`config.mk`:
```
export PLATFORM = sky130hd
export DESIGN_NAME = risc_seq_controller_flat
export DESIGN_NICKNAME = d
export VERILOG_FILES = /design/src/rtl/risc_seq_if.sv /design/src/rtl/risc_seq_controller.sv /design/src/flat_wrapper.sv
export SDC_FILE = /design/constraint.sdc
export NUM_CORES = 1
export LEC_CHECK = 0
export ABC_AREA = 1
export ABC_CLOCK_PERIOD_IN_PS = 3200
export CORE_MARGIN = 2
export CORE_UTILIZATION = 36
export CTS_CLUSTER_DIAMETER = 80
export DETAILED_ROUTE_END_ITERATION = 16
export GPL_TIMING_DRIVEN = 0
export PLACE_DENSITY_LB_ADDON = 0.25
export SLEW_MARGIN = 0
export SYNTH_ARGS = -nofsm -noshare
export SYNTH_HDL_FRONTEND = slang
export SYNTH_SLANG_ARGS = --single-unit
```
`constraint.sdc`:
```
create_clock -name clk -period 3.2 [get_ports clk]
set_clock_uncertainty 0.05 [all_clocks]
set_input_delay 0.32 -clock clk [delete_from_list [all_inputs] [get_ports clk]]
set_output_delay 0.32 -clock clk [all_outputs]
set_load 0.02 [all_outputs]
```
`src/rtl/risc_seq_if.sv`:
```
// Sequencer-side bundle: IR/flag inputs, run control and the nine control strobes.
// The step input only exists when SINGLE_STEP_EN is defined.
interface risc_seq_if #(
  parameter int OPC_W = 3
);
  logic             enable;
  logic             resume;
  logic             zero;
  logic [OPC_W-1:0] opcode;
`ifdef SINGLE_STEP_EN
  logic             step;
`endif
  logic             sel;
  logic             rd;
  logic             ld_ir;
  logic             inc_pc;
  logic             halt;
  logic             ld_pc;
  logic             data_e;
  logic             ld_ac;
  logic             wr;
  logic [2:0]       phase;
  logic             instr_done;

`ifdef SINGLE_STEP_EN
  modport slave (
    input  enable, resume, zero, opcode, step,
    output sel, rd, ld_ir, inc_pc, halt, ld_pc, data_e, ld_ac, wr, phase, instr_done
  );
  modport master (
    output enable, resume, zero, opcode, step,
    input  sel, rd, ld_ir, inc_pc, halt, ld_pc, data_e, ld_ac, wr, phase, instr_done
  );
`else
  modport slave (
    input  enable, resume, zero, opcode,
    output sel, rd, ld_ir, inc_pc, halt, ld_pc, data_e, ld_ac, wr, phase, instr_done
  );
  modport master (
    output enable, resume, zero, opcode,
    input  sel, rd, ld_ir, inc_pc, halt, ld_pc, data_e, ld_ac, wr, phase, instr_done
  );
`endif
endinterface

```
`src/rtl/risc_seq_controller.sv`:
```
// VeriRISC instruction sequencer: 8-phase counter, HALT state, memory wait stretching.
// Define SINGLE_STEP_EN to gate each instruction start on the step input.
module risc_seq_controller #(
  parameter int OPC_W    = 3,
  parameter int MEM_WAIT = 0,
  parameter int WAIT_W   = 4
) (
  input  logic      clk,
  input  logic      rst,
  risc_seq_if.slave bus
);

  typedef enum logic {
    ST_RUN    = 1'b0,
    ST_HALTED = 1'b1
  } state_t;

  localparam logic [WAIT_W-1:0] WAIT_LAST = WAIT_W'(MEM_WAIT);

  localparam logic [2:0] OP_HLT = 3'd0;
  localparam logic [2:0] OP_SKZ = 3'd1;
  localparam logic [2:0] OP_ADD = 3'd2;
  localparam logic [2:0] OP_AND = 3'd3;
  localparam logic [2:0] OP_XOR = 3'd4;
  localparam logic [2:0] OP_LDA = 3'd5;
  localparam logic [2:0] OP_STO = 3'd6;
  localparam logic [2:0] OP_JMP = 3'd7;

  state_t            state_q, state_d;
  logic [2:0]        phase_q, phase_d;
  logic [WAIT_W-1:0] wait_q, wait_d;

  logic             step_ok;
  logic [OPC_W-1:0] opc;
  logic             opc_valid;
  logic [2:0]       opc3;
  logic             is_a, is_h, is_z, is_j, is_s;
  logic             stretch_ph;

  logic sel_c, rd_c, ld_ir_c, inc_pc_c, halt_c, ld_pc_c, data_e_c, ld_ac_c, wr_c;
  logic done_c;

`ifdef SINGLE_STEP_EN
  assign step_ok = bus.step;
`else
  assign step_ok = 1'b1;
`endif

  // Codes above 7 (only possible with OPC_W > 3) decode as NOP.
  assign opc       = bus.opcode;
  assign opc_valid = ((opc >> 3) == '0);
  assign opc3      = opc[2:0];

  assign is_a = opc_valid && ((opc3 == OP_ADD) || (opc3 == OP_AND) ||
                              (opc3 == OP_XOR) || (opc3 == OP_LDA));
  assign is_h = opc_valid && (opc3 == OP_HLT);
  assign is_z = opc_valid && (opc3 == OP_SKZ) && bus.zero;
  assign is_j = opc_valid && (opc3 == OP_JMP);
  assign is_s = opc_valid && (opc3 == OP_STO);

  assign stretch_ph = (phase_q == 3'd1) || (phase_q == 3'd5);

  always_ff @(posedge clk or posedge rst) begin
    if (rst) begin
      state_q <= ST_RUN;
      phase_q <= 3'd0;
      wait_q  <= '0;
    end else begin
      state_q <= state_d;
      phase_q <= phase_d;
      wait_q  <= wait_d;
    end
  end

  always_comb begin
    state_d = state_q;
    phase_d = phase_q;
    wait_d  = wait_q;
    if (bus.enable) begin
      case (state_q)
        ST_RUN: begin
          if (stretch_ph && (wait_q != WAIT_LAST)) begin
            wait_d = wait_q + 1'b1;
          end else begin
            wait_d = '0;
            // HLT parks the sequencer at phase 4 instead of advancing.
            if ((phase_q == 3'd4) && is_h) begin
              state_d = ST_HALTED;
            end else if ((phase_q != 3'd0) || step_ok) begin
              phase_d = phase_q + 3'd1;
            end
          end
        end
        ST_HALTED: begin
          if (bus.resume) begin
            state_d = ST_RUN;
            phase_d = 3'd5;
            wait_d  = '0;
          end
        end
        default: state_d = ST_RUN;
      endcase
    end
  end

  always_comb begin
    sel_c    = 1'b0;
    rd_c     = 1'b0;
    ld_ir_c  = 1'b0;
    inc_pc_c = 1'b0;
    halt_c   = 1'b0;
    ld_pc_c  = 1'b0;
    data_e_c = 1'b0;
    ld_ac_c  = 1'b0;
    wr_c     = 1'b0;
    done_c   = 1'b0;
    if (state_q == ST_HALTED) begin
      halt_c = 1'b1;
    end else begin
      case (phase_q)
        3'd0: sel_c = 1'b1;
        3'd1: begin
          sel_c = 1'b1;
          rd_c  = 1'b1;
        end
        3'd2, 3'd3: begin
          sel_c   = 1'b1;
          rd_c    = 1'b1;
          ld_ir_c = 1'b1;
        end
        3'd4: begin
          inc_pc_c = 1'b1;
          halt_c   = is_h;
        end
        3'd5: rd_c = is_a;
        3'd6: begin
          rd_c     = is_a;
          inc_pc_c = is_z;
          ld_pc_c  = is_j;
          data_e_c = is_s;
        end
        default: begin
          rd_c     = is_a;
          ld_pc_c  = is_j;
          data_e_c = is_s;
          ld_ac_c  = is_a;
          wr_c     = is_s;
        end
      endcase
      // Phase 7 is never stretched, so its only cycle is the exit cycle.
      done_c = bus.enable && (phase_q == 3'd7);
    end
  end

  assign bus.sel        = sel_c;
  assign bus.rd         = rd_c;
  assign bus.ld_ir      = ld_ir_c;
  assign bus.inc_pc     = inc_pc_c;
  assign bus.halt       = halt_c;
  assign bus.ld_pc      = ld_pc_c;
  assign bus.data_e     = data_e_c;
  assign bus.ld_ac      = ld_ac_c;
  assign bus.wr         = wr_c;
  assign bus.phase      = phase_q;
  assign bus.instr_done = done_c;

endmodule

```
`src/flat_wrapper.sv`:
```
// flat-port wrapper written by rule: the top's interface ports become plain ports
module risc_seq_controller_flat 
#(
  parameter int OPC_W    = 3,
  parameter int MEM_WAIT = 0,
  parameter int WAIT_W   = 4
)
  (clk, rst, bus_enable, bus_resume, bus_zero, bus_opcode, bus_sel, bus_rd, bus_ld_ir, bus_inc_pc, bus_halt, bus_ld_pc, bus_data_e, bus_ld_ac, bus_wr, bus_phase, bus_instr_done);
  risc_seq_if #(.OPC_W(OPC_W)) bus_i ();
  input  logic clk;
  input  logic rst;
  input wire logic [$bits(bus_i.enable)-1:0] bus_enable;
  input wire logic [$bits(bus_i.resume)-1:0] bus_resume;
  input wire logic [$bits(bus_i.zero)-1:0] bus_zero;
  input wire logic [$bits(bus_i.opcode)-1:0] bus_opcode;
  output wire logic [$bits(bus_i.sel)-1:0] bus_sel;
  output wire logic [$bits(bus_i.rd)-1:0] bus_rd;
  output wire logic [$bits(bus_i.ld_ir)-1:0] bus_ld_ir;
  output wire logic [$bits(bus_i.inc_pc)-1:0] bus_inc_pc;
  output wire logic [$bits(bus_i.halt)-1:0] bus_halt;
  output wire logic [$bits(bus_i.ld_pc)-1:0] bus_ld_pc;
  output wire logic [$bits(bus_i.data_e)-1:0] bus_data_e;
  output wire logic [$bits(bus_i.ld_ac)-1:0] bus_ld_ac;
  output wire logic [$bits(bus_i.wr)-1:0] bus_wr;
  output wire logic [$bits(bus_i.phase)-1:0] bus_phase;
  output wire logic [$bits(bus_i.instr_done)-1:0] bus_instr_done;
  assign bus_i.enable = bus_enable;
  assign bus_i.resume = bus_resume;
  assign bus_i.zero = bus_zero;
  assign bus_i.opcode = bus_opcode;
  assign bus_sel = bus_i.sel;
  assign bus_rd = bus_i.rd;
  assign bus_ld_ir = bus_i.ld_ir;
  assign bus_inc_pc = bus_i.inc_pc;
  assign bus_halt = bus_i.halt;
  assign bus_ld_pc = bus_i.ld_pc;
  assign bus_data_e = bus_i.data_e;
  assign bus_ld_ac = bus_i.ld_ac;
  assign bus_wr = bus_i.wr;
  assign bus_phase = bus_i.phase;
  assign bus_instr_done = bus_i.instr_done;
  risc_seq_controller #(.OPC_W(OPC_W), .MEM_WAIT(MEM_WAIT), .WAIT_W(WAIT_W)) u_core (.clk(clk), .rst(rst), .bus(bus_i));
endmodule
```
==> results of run 1 <==
==> state kept, by name, summed over array words and instances, names as in the netlist <==
register,flops
u_core.state_q,1
u_core.wait_q,4
u_core.bus.phase,3
==> logic make-up (layout without fill, tap and decap cells) <==
| group | Yosys count | count (layout) |
|---|---|---|
| adder cells (fa/ha/maj) | 8 | 8 |
| AO/OA/AOI/OAI | 8 | 8 |
| AND/OR/NAND/NOR | 62 | 62 |
| XOR/XNOR | 1 | 1 |
| buffers and inverters | 16 | 39 |
| flip-flops | 8 | 8 |
==> worst max path at each step <==
stage and to:
6_report bus_ld_pc, 5_1_grt bus_ld_pc, 4_1_cts bus_ld_pc, 3_5_place_dp bus_ld_pc, 3_3_place_gp bus_ld_pc, 2_1_floorplan bus_data_e
==> power by group through the flow <==
stage	Clock, mW	Combinational (mW)	Sequential [mW]
finish	0.0774	0.447	0.153
detailed placement	0	0.449	0.157
floorplan	0	0.261	0.170
global placement	0	0.446	0.156
global route	0.0851	0.494	0.161
CTS	0.0792	0.453	0.155
==> per-stage QoR <==
| stage | hold WS [ns] | setup slack (ns) |
|---|---|---|
| floorplan | 0.08566 | 1.323 |
| global placement | 0.4758 | 0.9041 |
| detailed placement | 0.4878 | 0.8777 |
| CTS | 0.2726 | 0.6086 |
| global route | 0.3039 | 0.4668 |
| finish | 0.2542 | 0.6197 |
==> layout make-up <==
class / instances / area share [%]
Buffer: 1 / 1.142
Clock buffer: 3 / 2.284
Inverter: 15 / 6.726
Multi-Input combinational cell: 79 / 45.81
Sequential cell: 8 / 20.30
Tap cell: 27 / 3.426
Timing Repair Buffer: 20 / 20.30
==> routing by layer <==
layer  global-route usage [%]  vias to the layer above  share of wire, %
met1                    20.54                      319                48
met5                        0                        -                 0
met4                    2.381                        0                 0
met2                    24.20                       18                46
met3                    6.442                        0               6.4
li1                         -                      378                 -
==> synth_stat cells, drive strengths merged, types with 2 or more instances <==
| master | n |
|---|---|
| nand2 | 33 |
| inv | 15 |
| nor2 | 15 |
| nand3 | 9 |
| dfrtp | 8 |
| ha | 8 |
| a21oi | 4 |
| nand4 | 4 |
| o21ai | 2 |
==> worst max-delay path: stages (launching register included) <==
cell	delay, ns
sky130_fd_sc_hd__dfrtp_1	0.43
sky130_fd_sc_hd__ha_1	0.26
sky130_fd_sc_hd__ha_1	0.18
sky130_fd_sc_hd__inv_1	0.08
sky130_fd_sc_hd__nand2_2	0.07
sky130_fd_sc_hd__nor2_2	0.11
sky130_fd_sc_hd__nand2_1	0.09
sky130_fd_sc_hd__nor3_2	0.11
sky130_fd_sc_hd__clkdlybuf4s50_1	0.63
==> results.yml, run 1 <==
placement:
  port-buffer-count: 20
  post_dp_cell_area_sq_um: 963.4
  place_inst: 150
  place.detailed.hpwl_mm: 1.270
  gp_routability_congestion: 0.7825
run:
  maxCapViolCount: 0
routing:
  drtAntennaViolNets: 0
  drt-wirelength-per-cell_um: 10.41
  dr.pass1.iters: 4
  wl_mm: 1.593
  drt-vias-per-instance: 4.673
  number_of_vias_after_detailed_routing: 715
  drt_first_iter_violations: 13
  drcViolationCount: 0
floorplan:
  core.rowCount: 16
  floorplan.io_pins: 21
  initial_core_util_pct: 37.56
  fp.dieW_um: 49.02
  floorplan.core_area_sq_um: 1942
  die_h_um: 49.02
  dieArea_sq_um: 2402
logic_synthesis:
  warnings_from_yosys: 0
  netlist-cell-type-count: 21
  asyncSetResetFlopFracSynth_pct: 100.0
  post_synth_xor_xnor_area_pct: 1.201
  synth.area.top_cells: "sky130_fd_sc_hd__dfrtp_1 (27%), sky130_fd_sc_hd__nand2_1 (14%), sky130_fd_sc_hd__ha_1 (14%), sky130_fd_sc_hd__nor2_1 (6.7%), sky130_fd_sc_hd__inv_1 (6.2%)"
  synth_simple_gate_area_share_pct: 40.48
  synth.ff_latch_count: 8
  synth_fa_ha_area_share_pct: 13.72
  synth_mux_area_share_pct: 0
  post_synthesis_mean_instance_area_sq_um: 7.082
  synth_top_area_share_pct: 27.44
  main_combinational_cell_family_by_area_after_synthesis: "simple AND/OR/NAND/NOR gates"
  syn_inst: 103
  mappedNetlistNets: 119
  synth-compound-area-share_pct: 6.518
  post-synth-top-area-cell: "sky130_fd_sc_hd__dfrtp_1"
  synthesis.area_sq_um: 729.5
  ys_seq_area_share_pct: 27.44
  postSynth.topFlopCell: "sky130_fd_sc_hd__dfrtp_1"
  synth_enable_flop_cells: 0
timing:
  achievable-frequency_ghz: 0.3875
  final-setup-viol-count: 0
  period_minus_ws_final_ns: 2.580
  max_slew.worst_pin.slew_ns: 0.3057
  max_slew_violation_total_from_the_final_report: 0
  rsz0062_at_grt: "false"
  timing.slew.headroom_pct: 79.60
  timing.final.hold_violations: 0
  period_share_pct: 80.64
  setup-tns-final_ns: 0
cells_and_area:
  final_net_count: 144
  areaGrowthSynthToFinish_pct: 35.16
  fin_util_pct: 50.77
  n_fill_cell: 207
  multi_input_comb_area_sq_um: 451.7
  final_area_sq_um: 985.9
  commonest_cells_after_routing_fill_and_taps_aside: "sky130_fd_sc_hd__nand2_1 (27), sky130_fd_sc_hd__clkdlybuf4s50_1 (20), sky130_fd_sc_hd__nor2_1 (13), sky130_fd_sc_hd__inv_1 (12)"
  sequential_cell_area_in_the_final_layout_sq_um: 200.2
  final_layout_size_suffix_gt1_share_pct: 15.08
  layoutNonFillerInstCount: 153
  mostFrequentLayoutCell: "sky130_fd_sc_hd__nand2_1"
  antennaDiodeCount: 0
pwr:
  total_power_after_layout_mw: 0.6778
  cell_internal_pwr_mw: 0.3591
  power.share.switching_pct: 47.02
  combPwrFrac_pct: 66.0
  pwrdens_nw_per_um2: 687.4
  clock_power_share_pct: 11.4
  vdd.ir_drop.worst_mv: 0.4011
  switchingPower_mw: 0.3187
  leakagePower_nw: 0.4960
  share_seq_of_total_power_pct: 22.6
clock_network:
  clock_tree_from_tritoncts: "built"
  number_of_h_tree_levels: 1
  clock_insertion_delay_worst_skew_ns: 0.26
  cts_resized: 0
  cts_hold_buf: 0
  clock_tree.root_cell: "sky130_fd_sc_hd__clkbuf_4"
  cts.reportedPaths.clkPinSlew_ns: 0.05
  postCtsSetupRepairBufs: 0
  tritoncts.num_buffers: 3
  numClockSinks: 8
  cts-root-to-sink-buffers: 2
status:
  run_status: "finished, final reports clean"
setup_path:
  critPathCaptureType: "output port"
  worstSetupStartpointType: "register"
  ff2ff_setup_slack_ns: 1.73
  timing.critical_path.fanout_max: 6
  first_element_of_the_critical_path: "u_core.bus.phase[0]"
  r2r_endpoint: "u_core.bus.phase[1]"
  worst-setup-path-type: "register to output port"
  ff2ff_path_depth: 9
  critPathArrivalTime_ns: 2.21
  endpoint_required_time_on_the_critical_path_ns: 2.83
  worst_r2r_startpoint: "u_core.bus.phase[0]"
global_routing:
  first_global_vias: 688
  maximum_number_of_pins_on_one_net_before_global_route_repair: 10
  grt.total_usage_pct: 15.55
  first_pass_grt_wire_length_mm: 2.891
  globalRoute.totalOverflow: 0
  grt_antenna_before_repair: 0
hold_path:
  holdCritPathClass: "input pin to asynchronous set/reset pin"
No activity file was read; power rests on OpenSTA's default activity.
==> run 2: changes to the inputs <==
--- a/config.mk
+++ b/config.mk
@@ -6,7 +6,7 @@
 export NUM_CORES = 1
 export LEC_CHECK = 0
 export ABC_AREA = 1
-export ABC_CLOCK_PERIOD_IN_PS = 3200
+export ABC_CLOCK_PERIOD_IN_PS = 2500
 export CORE_MARGIN = 2
 export CORE_UTILIZATION = 36
 export CTS_CLUSTER_DIAMETER = 80
==> constraint.sdc (replaced) <==
create_clock -name clk -period 2.5 [get_ports clk]
set_clock_uncertainty 0.05 [all_clocks]
set_input_delay 0.25 -clock clk [delete_from_list [all_inputs] [get_ports clk]]
set_output_delay 0.25 -clock clk [all_outputs]
set_load 0.02 [all_outputs]
==> run 2 against run 1 <==
Against the previous run:
- register-to-register slack got worse by 0.71 ns
- wire length increased by 0.94%
- highest routed layer unchanged
- first-iteration DRC count unchanged
- clock power is 28% higher
- non-clock buffer count unchanged
- via count up 0.42%
- global-route usage unchanged
- critical path depth shrank 1
- setup slack worse by 0.43 ns
==> results.yml, run 2 (synthesis results as in run 1) <==
setup_path:
  worstSetupStartpointType: "register"
  critPathMaxStageDelay_ns: 0.54
  cells_along_the_critical_path: "ha_1 -> ha_1 -> inv_1 -> nand2_2 -> a21oi_1 -> a21oi_1 -> clkdlybuf4s50_1"
  critPathCaptureType: "output port"
  crit_family: "buffers and inverters"
  timing.critical_path.fanout_max: 6
  critPathArrivalTime_ns: 2.01
  ff2ff_path_depth: 9
  endpoint_required_time_on_the_critical_path_ns: 2.20
  cp_slowest_cell: "sky130_fd_sc_hd__clkdlybuf4s50_1"
  path_depth: 7
  worst-setup-path-type: "register to output port"
  worst-path-buf-inv: 2
floorplan:
  die_h_um: 49.02
  core.rowCount: 16
  floorplan.core_area_sq_um: 1942
  initial_core_util_pct: 37.56
  dieArea_sq_um: 2402
  floorplan.io_pins: 21
  fp.dieW_um: 49.02
timing:
  setup-tns-final_ns: 0
  final-setup-viol-count: 0
  rsz0062_at_grt: "false"
  timing.slew.headroom_pct: 79.60
  achievable-frequency_ghz: 0.4320
  max_slew.worst_pin.slew_ns: 0.3057
  timing.final.hold_violations: 0
  period_share_pct: 92.59
  period_minus_ws_final_ns: 2.315
  max_slew_violation_total_from_the_final_report: 0
  timing.final.ws_setup_ns: 0.1851
  hold-worst-slack_ns: 0.1842
pwr:
  pwrdens_nw_per_um2: 869.6
  vdd.ir_drop.worst_mv: 0.5134
  leakagePower_nw: 0.5694
  total_power_after_layout_mw: 0.8650
cells_and_area:
  commonest_cells_after_routing_fill_and_taps_aside: "sky130_fd_sc_hd__nand2_1 (27), sky130_fd_sc_hd__clkdlybuf4s50_1 (15), sky130_fd_sc_hd__nor2_1 (13), sky130_fd_sc_hd__inv_1 (12)"
  layoutNonFillerInstCount: 153
  top_register: "u_core.wait_q"
  areaGrowthSynthToFinish_pct: 36.36
  final_layout_size_suffix_gt1_share_pct: 15.08
  final_net_count: 144
  mostFrequentLayoutCell: "sky130_fd_sc_hd__nand2_1"
  largest_reg_flops: 4
  n_fill_cell: 203
  antennaDiodeCount: 0
status:
  run_status: "finished, final reports clean"
routing:
  drtAntennaViolNets: 0
  drt_first_iter_violations: 13
  number_of_vias_after_detailed_routing: 718
  dr.pass1.iters: 4
  drt-wirelength-per-cell_um: 10.51
  drt-vias-per-instance: 4.693
  wl_mm: 1.608
  drcViolationCount: 0
clock_network:
  numClockSinks: 8
  clock_tree_from_tritoncts: "built"
  number_of_h_tree_levels: 1
  cts.reportedPaths.clkPinSlew_ns: 0.05
  postCtsSetupRepairBufs: 0
  cts_hold_buf: 0
  clock_insertion_delay_worst_skew_ns: 0.26
  tritoncts.num_buffers: 3
  cts-root-to-sink-buffers: 2
  clock_tree.root_cell: "sky130_fd_sc_hd__clkbuf_4"
global_routing:
  globalRoute.totalOverflow: 0
  grt.total_usage_pct: 15.55
  maximum_number_of_pins_on_one_net_before_global_route_repair: 10
  grt_antenna_before_repair: 0
  first_global_vias: 688
  first_pass_grt_wire_length_mm: 2.891
placement:
  port-buffer-count: 20
  place_inst: 150
  place.detailed.hpwl_mm: 1.270
  dp_slack_ns: 0.2477
  gp_routability_congestion: 0.7825
run:
  maxCapViolCount: 0
hold_path:
  holdCritPathClass: "input pin to asynchronous set/reset pin"
run 2: worst paths after layout:
kind	from	endpoint	slack [ns]
setup reg to reg	u_core.bus.phase[0]	u_core.bus.phase[1]	1.02
max in group asynchronous	rst	u_core.bus.phase[0]	1.98
hold / removal	rst	u_core.wait_q[1]	0.18
setup / recovery	u_core.bus.phase[0]	bus_rd	0.19
min in group clk	u_core.wait_q[3]	u_core.wait_q[3]	0.50
hold reg to reg	u_core.wait_q[3]	u_core.wait_q[3]	0.50
run 2: metal layers:
metal | part of all wire (%) | global-route usage [%]
met1 | 47 | 20.54
met2 | 46 | 24.20
met3 | 6.7 | 6.442
met4 | 0 | 2.381
met5 | 0 | 0
run 2: per-stage QoR:
| step | area, sq um | utilization (%) |
|---|---|---|
| finish | 994.7 | 51.22 |
| global placement | 963.4 | 49.61 |
| global route | 994.7 | 51.22 |
| detailed placement | 963.4 | 49.61 |
| floorplan | 729.5 | - |
| CTS | 984.7 | 50.71 |
run 2: cell type report:
class                   count  area [sq um]  share of cell area (%)
multi-input cells          79         451.7                   45.41
repair buffers             20         209.0                   21.01
flip-flops and latches      8         200.2                   20.13
inverters                  15         66.31                   6.667
well taps                  27         33.78                   3.396
clock buffers               3         22.52                   2.264
plain buffers               1         11.26                   1.132
run 2: power by group:
group | switching [mW] | total, mW | internal (mW)
clock | 0.0442 | 0.0991 | 0.0549
sequential | 0.0416 | 0.196 | 0.154
combinational | 0.324 | 0.570 | 0.246
total | 0.410 | 0.865 | 0.455
run 2: what timing repair did:
action                                  4_1_cts  5_1_grt
resized for setup                             1        4
endpoints found under the setup margin        1        4
hold endpoints to repair                      0        0
